--- config.mk ---
export PLATFORM = sky130hd
export DESIGN_NAME = cache_control_assoc_flat
export DESIGN_NICKNAME = d
export VERILOG_FILES = /design/src/rtl/cache_control_assoc_if.sv /design/src/rtl/cache_control_assoc.sv /design/src/flat_wrapper.sv
export SDC_FILE = /design/constraint.sdc
export NUM_CORES = 1
export LEC_CHECK = 0
export BUFFER_PORTS_ARGS = -buffer_cell sky130_fd_sc_hd__buf_2
export CORE_ASPECT_RATIO = 1.1
export CORE_MARGIN = 2
export CORE_UTILIZATION = 48
export DETAILED_ROUTE_END_ITERATION = 16
export GPL_TIMING_DRIVEN = 1
export PLACE_DENSITY = 0.78
export SYNTH_ARGS = -nofsm -noshare
export SYNTH_HDL_FRONTEND = slang
export SYNTH_SLANG_ARGS = --single-unit
--- constraint.sdc ---
create_clock -name clk -period 1.99 [get_ports clk]
set_clock_uncertainty 0.2 [all_clocks]
set_input_delay 0.199 -clock clk [delete_from_list [all_inputs] [get_ports clk]]
set_output_delay 0.199 -clock clk [all_outputs]
set_load 0.1 [all_outputs]
--- src/rtl/cache_control_assoc_if.sv ---
// -----------------------------------------------------------------------------
// cache_control_assoc_if
//   Bundles the CPU-side request/response, the per-set array status, the array
//   write strobes and the physical-memory handshake of the set-associative
//   cache controller.
//
//   Parameters
//     WAYS   associativity (power of 2, >= 2)
//
//   Signals (controller view, modport slave)
//     in  : mem_read, mem_write, tag_hit, valid, dirty, lru_way, pmem_resp
//     out : mem_resp, way_sel, load_valid, load_dirty, clear_dirty, load_tag,
//           load_data, load_lru, cache_in_sel, pmem_addr_sel, pmem_read,
//           pmem_write
//   The master modport is the surrounding datapath / CPU / memory side.
// -----------------------------------------------------------------------------
interface cache_control_assoc_if #(
    parameter int WAYS = 2
);
    localparam int WAY_W = $clog2(WAYS);

    // CPU port
    logic             mem_read;
    logic             mem_write;
    logic             mem_resp;

    // Array status for the currently indexed set
    logic [WAYS-1:0]  tag_hit;
    logic [WAYS-1:0]  valid;
    logic [WAYS-1:0]  dirty;
    logic [WAY_W-1:0] lru_way;

    // Array write strobes, all applied to way_sel
    logic [WAY_W-1:0] way_sel;
    logic             load_valid;
    logic             load_dirty;
    logic             clear_dirty;
    logic             load_tag;
    logic             load_data;
    logic             load_lru;
    logic             cache_in_sel;

    // Physical memory handshake
    logic             pmem_addr_sel;
    logic             pmem_read;
    logic             pmem_write;
    logic             pmem_resp;

    modport slave (
        input  mem_read, mem_write, tag_hit, valid, dirty, lru_way, pmem_resp,
        output mem_resp, way_sel, load_valid, load_dirty, clear_dirty, load_tag,
               load_data, load_lru, cache_in_sel, pmem_addr_sel, pmem_read,
               pmem_write
    );

    modport master (
        output mem_read, mem_write, tag_hit, valid, dirty, lru_way, pmem_resp,
        input  mem_resp, way_sel, load_valid, load_dirty, clear_dirty, load_tag,
               load_data, load_lru, cache_in_sel, pmem_addr_sel, pmem_read,
               pmem_write
    );
endinterface

--- src/rtl/cache_control_assoc.sv ---
// -----------------------------------------------------------------------------
// cache_control_assoc
//   Control FSM for a WAYS-way set-associative, write-back, write-allocate
//   cache. Detects per-way hits, chooses a victim (first invalid way, else the
//   LRU way), sequences writeback and fill over the pmem handshake, steers all
//   array write strobes through one way-select bus and keeps saturating
//   hit / miss / writeback counters.
//
//   Parameters
//     WAYS    associativity (power of 2, >= 2)
//     CNT_W   width of each performance counter
//
//   Ports
//     clk          system clock, rising edge
//     rst          asynchronous, active-high reset
//     bus          cache_control_assoc_if.slave (CPU, array and pmem signals)
//     clr_counts   synchronous clear of the three counters (wins over +1)
//     hit_count    saturating count of hit cycles with a request
//     miss_count   saturating count of miss cycles with a request
//     wb_count     saturating count of writebacks started
// -----------------------------------------------------------------------------
module cache_control_assoc #(
    parameter int WAYS  = 2,
    parameter int CNT_W = 16
) (
    input  logic                  clk,
    input  logic                  rst,
    cache_control_assoc_if.slave  bus,
    input  logic                  clr_counts,
    output logic [CNT_W-1:0]      hit_count,
    output logic [CNT_W-1:0]      miss_count,
    output logic [CNT_W-1:0]      wb_count
);
    localparam int WAY_W = $clog2(WAYS);

    typedef enum logic [1:0] {
        ACCESS    = 2'd0,
        WRITEBACK = 2'd1,
        FILL      = 2'd2
    } state_t;

    state_t           state_q, state_d;
    logic [WAY_W-1:0] victim_q, victim_d;

    logic             req;
    logic [WAYS-1:0]  hitvec;
    logic             hit;
    logic [WAY_W-1:0] hit_way;
    logic [WAY_W-1:0] victim;
    logic             victim_dirty;
    logic             hit_inc, miss_inc, wb_inc;

    // -------------------------------------------------------------------------
    // Hit detection and victim selection (pure combinational per-set decode)
    // -------------------------------------------------------------------------
    assign req    = bus.mem_read | bus.mem_write;
    assign hitvec = bus.tag_hit & bus.valid;
    assign hit    = |hitvec;

    // Scanning from the top down leaves the lowest matching index last, so it
    // wins; when nothing matches the default stands.
    always_comb begin
        hit_way = '0;
        for (int i = WAYS - 1; i >= 0; i--) begin
            if (hitvec[i]) hit_way = WAY_W'(i);
        end
    end

    always_comb begin
        victim = bus.lru_way;
        for (int i = WAYS - 1; i >= 0; i--) begin
            if (!bus.valid[i]) victim = WAY_W'(i);
        end
    end

    // Only the LRU fallback can pick a valid way, so this is effectively
    // "all ways valid and the LRU way is dirty".
    assign victim_dirty = bus.valid[victim] & bus.dirty[victim];

    // -------------------------------------------------------------------------
    // State register
    // -------------------------------------------------------------------------
    // NOTE: sequential state uses non-blocking assignments so every register
    // samples pre-edge values regardless of block ordering.
    always_ff @(posedge clk or posedge rst) begin
        if (rst) begin
            state_q  <= ACCESS;
            victim_q <= '0;
        end else begin
            state_q  <= state_d;
            victim_q <= victim_d;
        end
    end

    // -------------------------------------------------------------------------
    // Next state and outputs
    // -------------------------------------------------------------------------
    // NOTE: every signal written here gets a default first; a path that skips
    // an assignment would otherwise infer a latch.
    always_comb begin
        state_d           = state_q;
        victim_d          = victim_q;
        hit_inc           = 1'b0;
        miss_inc          = 1'b0;
        wb_inc            = 1'b0;

        bus.mem_resp      = 1'b0;
        bus.load_valid    = 1'b0;
        bus.load_dirty    = 1'b0;
        bus.clear_dirty   = 1'b0;
        bus.load_tag      = 1'b0;
        bus.load_data     = 1'b0;
        bus.load_lru      = 1'b0;
        bus.cache_in_sel  = 1'b0;
        bus.pmem_addr_sel = 1'b0;
        bus.pmem_read     = 1'b0;
        bus.pmem_write    = 1'b0;
        bus.way_sel       = (state_q == ACCESS) ? hit_way : victim_q;

        unique case (state_q)
            ACCESS: begin
                if (req && hit) begin
                    hit_inc      = 1'b1;
                    bus.mem_resp = 1'b1;
                    bus.load_lru = 1'b1;
                    // A simultaneous read and write is served as a read.
                    if (bus.mem_write && !bus.mem_read) begin
                        bus.load_data    = 1'b1;
                        bus.load_dirty   = 1'b1;
                        bus.cache_in_sel = 1'b1;
                    end
                end else if (req) begin
                    // Miss cycle: latch the victim, touch no array.
                    miss_inc = 1'b1;
                    victim_d = victim;
                    if (victim_dirty) begin
                        wb_inc  = 1'b1;
                        state_d = WRITEBACK;
                    end else begin
                        state_d = FILL;
                    end
                end
            end

            WRITEBACK: begin
                bus.pmem_write    = 1'b1;
                bus.pmem_addr_sel = 1'b1;
                if (bus.pmem_resp) state_d = FILL;
            end

            FILL: begin
                bus.pmem_read = 1'b1;
                bus.load_tag  = 1'b1;
                if (bus.pmem_resp) begin
                    bus.load_data   = 1'b1;
                    bus.load_valid  = 1'b1;
                    bus.clear_dirty = 1'b1;
                    state_d         = ACCESS;
                end
            end

            default: state_d = ACCESS;
        endcase
    end

    // -------------------------------------------------------------------------
    // Saturating performance counters
    // -------------------------------------------------------------------------
    function automatic logic [CNT_W-1:0] sat_inc(input logic [CNT_W-1:0] c);
        return (&c) ? c : c + 1'b1;
    endfunction

    always_ff @(posedge clk or posedge rst) begin
        if (rst) begin
            hit_count  <= '0;
            miss_count <= '0;
            wb_count   <= '0;
        end else if (clr_counts) begin
            hit_count  <= '0;
            miss_count <= '0;
            wb_count   <= '0;
        end else begin
            if (hit_inc)  hit_count  <= sat_inc(hit_count);
            if (miss_inc) miss_count <= sat_inc(miss_count);
            if (wb_inc)   wb_count   <= sat_inc(wb_count);
        end
    end

endmodule

--- src/flat_wrapper.sv ---
// flat-port wrapper written by rule: the top's interface ports become plain ports
module cache_control_assoc_flat 
#(
    parameter int WAYS  = 2,
    parameter int CNT_W = 16
)
  (clk, rst, clr_counts, hit_count, miss_count, wb_count, bus_mem_read, bus_mem_write, bus_tag_hit, bus_valid, bus_dirty, bus_lru_way, bus_pmem_resp, bus_mem_resp, bus_way_sel, bus_load_valid, bus_load_dirty, bus_clear_dirty, bus_load_tag, bus_load_data, bus_load_lru, bus_cache_in_sel, bus_pmem_addr_sel, bus_pmem_read, bus_pmem_write);
  cache_control_assoc_if #(.WAYS(WAYS)) bus_i ();
  input  logic clk;
  input  logic rst;
  input  logic clr_counts;
  output logic [CNT_W-1:0] hit_count;
  output logic [CNT_W-1:0] miss_count;
  output logic [CNT_W-1:0] wb_count;
  input wire logic [$bits(bus_i.mem_read)-1:0] bus_mem_read;
  input wire logic [$bits(bus_i.mem_write)-1:0] bus_mem_write;
  input wire logic [$bits(bus_i.tag_hit)-1:0] bus_tag_hit;
  input wire logic [$bits(bus_i.valid)-1:0] bus_valid;
  input wire logic [$bits(bus_i.dirty)-1:0] bus_dirty;
  input wire logic [$bits(bus_i.lru_way)-1:0] bus_lru_way;
  input wire logic [$bits(bus_i.pmem_resp)-1:0] bus_pmem_resp;
  output wire logic [$bits(bus_i.mem_resp)-1:0] bus_mem_resp;
  output wire logic [$bits(bus_i.way_sel)-1:0] bus_way_sel;
  output wire logic [$bits(bus_i.load_valid)-1:0] bus_load_valid;
  output wire logic [$bits(bus_i.load_dirty)-1:0] bus_load_dirty;
  output wire logic [$bits(bus_i.clear_dirty)-1:0] bus_clear_dirty;
  output wire logic [$bits(bus_i.load_tag)-1:0] bus_load_tag;
  output wire logic [$bits(bus_i.load_data)-1:0] bus_load_data;
  output wire logic [$bits(bus_i.load_lru)-1:0] bus_load_lru;
  output wire logic [$bits(bus_i.cache_in_sel)-1:0] bus_cache_in_sel;
  output wire logic [$bits(bus_i.pmem_addr_sel)-1:0] bus_pmem_addr_sel;
  output wire logic [$bits(bus_i.pmem_read)-1:0] bus_pmem_read;
  output wire logic [$bits(bus_i.pmem_write)-1:0] bus_pmem_write;
  assign bus_i.mem_read = bus_mem_read;
  assign bus_i.mem_write = bus_mem_write;
  assign bus_i.tag_hit = bus_tag_hit;
  assign bus_i.valid = bus_valid;
  assign bus_i.dirty = bus_dirty;
  assign bus_i.lru_way = bus_lru_way;
  assign bus_i.pmem_resp = bus_pmem_resp;
  assign bus_mem_resp = bus_i.mem_resp;
  assign bus_way_sel = bus_i.way_sel;
  assign bus_load_valid = bus_i.load_valid;
  assign bus_load_dirty = bus_i.load_dirty;
  assign bus_clear_dirty = bus_i.clear_dirty;
  assign bus_load_tag = bus_i.load_tag;
  assign bus_load_data = bus_i.load_data;
  assign bus_load_lru = bus_i.load_lru;
  assign bus_cache_in_sel = bus_i.cache_in_sel;
  assign bus_pmem_addr_sel = bus_i.pmem_addr_sel;
  assign bus_pmem_read = bus_i.pmem_read;
  assign bus_pmem_write = bus_i.pmem_write;
  cache_control_assoc #(.WAYS(WAYS), .CNT_W(CNT_W)) u_core (.clk(clk), .rst(rst), .bus(bus_i), .clr_counts(clr_counts), .hit_count(hit_count), .miss_count(miss_count), .wb_count(wb_count));
endmodule
# Word level (Yosys, flattened, before mapping)
# Index checks and enable logic that the tools add are counted.
totals:
  out_inout_bits: 60
  regBits: 51
  in_bits: 13
classes:
  n_mux: 41
  n_reduce_logical: 16
  eq_ne: 9
  bitwise: 4
  magnitude_cmp: 1
  n_addsub: 3
ops:
  columns: ["operator", "count"]
  rows:
  - ["2-to-1 mux 16 bit", 9]
  - ["adder 16 x 1 -> 16 bit, second input constant", 3]
  - ["AND reduction 16 bit", 3]
  - ["2-to-1 mux 1 bit", 25]
  - ["inequality test 2 bit, second input constant", 6]
  - ["2-to-1 mux 2 bit", 5]
  - ["case mux 2 bit (3 select lines)", 1]
  - ["AND reduction 2 bit", 3]
  - ["nonzero test 2 bit", 3]
  - ["AND reduction 4 bit", 1]
  - ["AND reduction 3 bit", 1]
  - ["bitwise AND 2 bit", 1]
  - ["== test 2 x 1 -> 1 bit, second input constant", 1]
  - ["== test 2 bit, second input constant", 1]
  - ["logical AND 1 bit", 2]
  - ["zero test 2 bit", 1]
  - ["< comparator 1 x 2 -> 1 bit, second input constant", 1]
  - ["inequality test 2 x 1 -> 1 bit, second input constant", 1]
  - ["case mux 1 bit (2 select lines)", 1]
  - ["OR reduction 2 bit", 1]
  - ["bitwise AND 1 bit", 1]
  - ["zero test 1 bit", 1]
  - ["NOT 1 bit", 1]
  - ["OR 1 bit", 1]

# Logic depth before layout (Yosys ltp)
depth:
  depth_word: 11
  mapped_depth: 8
  mapped_depth_nobuf: 6

# Worst setup path before layout
# Ideal clock, no wire load.
synth_path:
  kind: "register to output"
  from: "reg u_core.state_q[0]"
  to: "out bus_load_data"
  n_path_buf: 0
  required_time_ps: 1591
  arrival_time_ps: 3357
  path_stages_with_launch: 4
  path_slack_ps: -1766
  cell_sequence: "dfrtp_1 -> nor2b_1 -> and2_1 -> or2_2"
synth_between:
  elab_chain_len: 2
synth_rtl:
  columns: ["element", "line_no", "text"]
  rows:
  - ["start, declared", "cache_control_assoc.sv:42", "state_t state_q, state_d;"]
  - ["start signal, assigned", "cache_control_assoc.sv:90", "state_q <= state_d;"]
  - ["== test 2 bit / zero test 2 bit (equally long branches)", "cache_control_assoc.sv:120", "unique case (state_q)"]
  - ["case mux 1 bit (2 select lines) *", "cache_control_assoc.sv:120", null]
  - ["end, declared", "flat_wrapper.sv:28", "output wire logic [$bits(bus_i.load_data)-1:0] bus_load_data;"]
# Mark *: on every way between the ends. The rest lies on a longest branch, timed or not.

# Final worst setup path
layout_path:
  from: "reg u_core.state_q[1]"
  to: "out bus_load_data"
# The elaborated chain is that of the path after synthesis.

==> out/metrics.yaml <==
final_layout:
  antenna_cells: 0
  drive_above_1_share_pct: 50.2
  area_growth_pct: 41.9
  finalInstanceArea_sq_mm: 0.00413
  fin_nets: 441
  fillers: 449
clocking:
  cts_buffer_depth: 2
  clock-root-buffer: "clkbuf_8"
  cts_tree: "built"
  insertion_delay_ps: 310
  numCtsBuffers: 5
  cts_max_level: 2
  clock-sinks: 51
  clk_transition_reported_paths_ps: 100
placement:
  place_ws_ps: -29.1
  placed_cell_area_sq_mm: 0.00389
  portBuffers: 72
  gp_congestion: 0.865
  hpwl_um: 5650
yosys:
  yosysUniqueCellTypes: 46
  synth_top_area_share_pct: 43.8
  yosysMostFrequentCell: "dfrtp_1"
  netlist_instances: 318
  syn-cell-area_sq_mm: 0.00291
  synthFlopType: "dfrtp_1"
  syn_area_per_cell_sq_um: 9.16
  syn_nets: 334
  ys_ff_latch: 51
  ys.warnings.count: 0
  synthTopCellsByCount: "51 x dfrtp_1, 41 x nor2_1, 23 x xnor2_1"
  yosys.area.top_type: "dfrtp_1"
  async_reset_ff_share_pct: 100
  yosys-top-cells-area: "dfrtp_1 44%, xnor2_1 6.9%, nor2_1 5.3%"
  synth_edf_count: 0
  synth-seq-area-share_pct: 43.8
route:
  vias_per_cell: 5.78
  postRouteAntennaNets: 0
  wl_um: 8000
  first_pass_iters: 4
  drt_iter0_markers: 234
  wl_per_cell_um: 15.9
  dr_total_vias: 2906
  drc: 0
global_route:
  grt.overflow.total: 0
  grt_pass1_vias: 2753
  grt_start_max_net_pins: 52
  track_usage_pct: 24.5
  antenna_found_initial: 0
  grt_pass1_wl_um: 13200
sta:
  layout_setup_ws_ps: -6.96
  maxSlewViolCount: 0
  period_needed_ps: 2000
  worstMarginPinSlew_ps: 497
  slew_headroom_pct: 67.1
  hold_violations: 0
  finalCritPeriodShare_pct: 100
  rsz0062_at_grt: "true"
  setup_violations: 1
  fmax_mhz: 501
  fin_tns_setup_ps: -6.96
power_and_ir_drop:
  power.density_mw_per_mm2: 581
  irDropWorstVdd_uv: 345
  leakage_nw: 1.71
critical_path:
  arrival_ps: 1600
  path_class: "reg2out"
  worst-path-buf-inv: 2
  r2r_slack_ps: 10
  required_ps: 1590
  worst_setup_path_end_kind: "output port"
  startpoint_type: "flop"
  crit_path_top_delay_cell: "dfrtp_1"
  worstPathCellList: "buf_4 > nor2b_4 > and2_4 > or2_4 > buf_12"
  cp_max_fo: 4
  cpLargestDelayFamily: "simple AND/OR/NAND/NOR gates"
  cpPeakStageDelay_ps: 410
outcome:
  violations: "negative setup slack"
  status: "finished, violations left"
worst_hold_path:
  hold_class: "in2reg"
floorplanning:
  die_w_um: 78.3
  die_height_um: 85.7
  coreArea_sq_mm: 0.00581
  ios: 73
  initial_core_util_pct: 50.2
  num_rows: 29
  dieArea_sq_mm: 0.00671
job:
  max_cap_viol_count: 0
==> cells by family (layout without fill, tap and decap cells) <==
logic type                 Yosys count  in the layout  synth area share [%]
AOI/OAI and AO/OA                   47             49                  10.7
xor gates and xnor gates            28             28                  8.42
adders and majority gates            3              3                  1.29
buffers and inverters               27            133                  4.85
DFF                                 51             51                  43.8
muxes                                3              3                  1.07
and+or+nand+nor                    159            159                  29.9
==> repair_timing <==
item | 4_1_cts | 5_1_grt
pin swaps | 0 | 2
hold buffers | 1 | 0
resized for setup | 3 | 6
setup endpoints to repair | 6 | 21
hold endpoints to repair | 51 | 0
buffers inserted | 6 | 0
cloned | 1 | 1
==> sequential cells by signal, indices dropped and copies added, names as in the netlist <==
signal / count
u_core.hit_count: 16
u_core.state_q: 2
u_core.victim_q: 1
u_core.miss_count: 16
u_core.wb_count: 16
==> placed cells by master (no fill, tap or decap), types with 6 or more instances in the layout <==
master / n
a21oi_1: 16
inv_1: 7
nor3_1: 9
buf_4: 43
dfrtp_2: 48
nor2_1: 40
nand2_1: 18
xnor2_1: 23
clkbuf_8: 6
nand4_1: 14
nand3_1: 18
buf_2: 64
buf_12: 8
o21ai_0: 13
or3_1: 10
==> tightest hold or removal path, cell delays in order <==
cell     delay (ps)
buf_2           120
nor2_1           60
o22ai_1         110
==> through the flow <==
step	hold slack (ps)	power (W)	utilization, %	std cells
global route	43.7	0.00250	71.2	503
CTS	9.17	0.00242	70.3	502
floorplan	153	0.00150	-	318
global placement	64.6	0.00163	67.0	486
detailed placement	65.0	0.00164	67.0	486
finish	21.1	0.00240	71.2	503
==> worst paths after layout <==
check | startpoint | to | depth (start not counted)
worst max-delay path | u_core.state_q[1] | bus_load_data | 5
worst min-delay path | bus_pmem_resp | u_core.state_q[1] | 3
worst max register to register | u_core.state_q[1] | u_core.hit_count[9] | 7
worst min register to register | u_core.victim_q | u_core.victim_q | 2
max in group asynchronous | rst | u_core.miss_count[7] | 4
min in group asynchronous | rst | u_core.hit_count[4] | 4
==> power breakdown <==
group / total, W / internal [W] / switching (W) / leakage (nW)
combinational: 0.000576 / 0.000167 / 0.000409 / 1.02
sequential: 0.00107 / 0.00105 / 0.0000163 / 0.628
clock: 0.000756 / 0.000407 / 0.000348 / 0.0612
==> layout make-up <==
| class | count | area [sq um] | area share [%] |
|---|---|---|---|
| clock buffer | 6 | 82.6 | 2.00 |
| timing repair buffer | 116 | 813 | 19.7 |
| sequential | 51 | 1340 | 32.3 |
| inverter | 9 | 37.5 | 0.908 |
| multi-input combinational | 242 | 1730 | 41.9 |
| clock inverter | 2 | 35.0 | 0.847 |
| tap | 77 | 96.3 | 2.33 |
==> per-layer routing <==
layer  up-vias  wire length, um  part of all wire [%]  global-route usage (%)
li1       1364                -                     -                       -
met1      1432             3250                    41                    31.9
met2        94             4180                    52                    41.8
met3        16              404                   5.0                    3.68
met4         0              167                   2.1                    8.13
met5         -                0                     0                       0
Power figures use the tool's default switching activity.
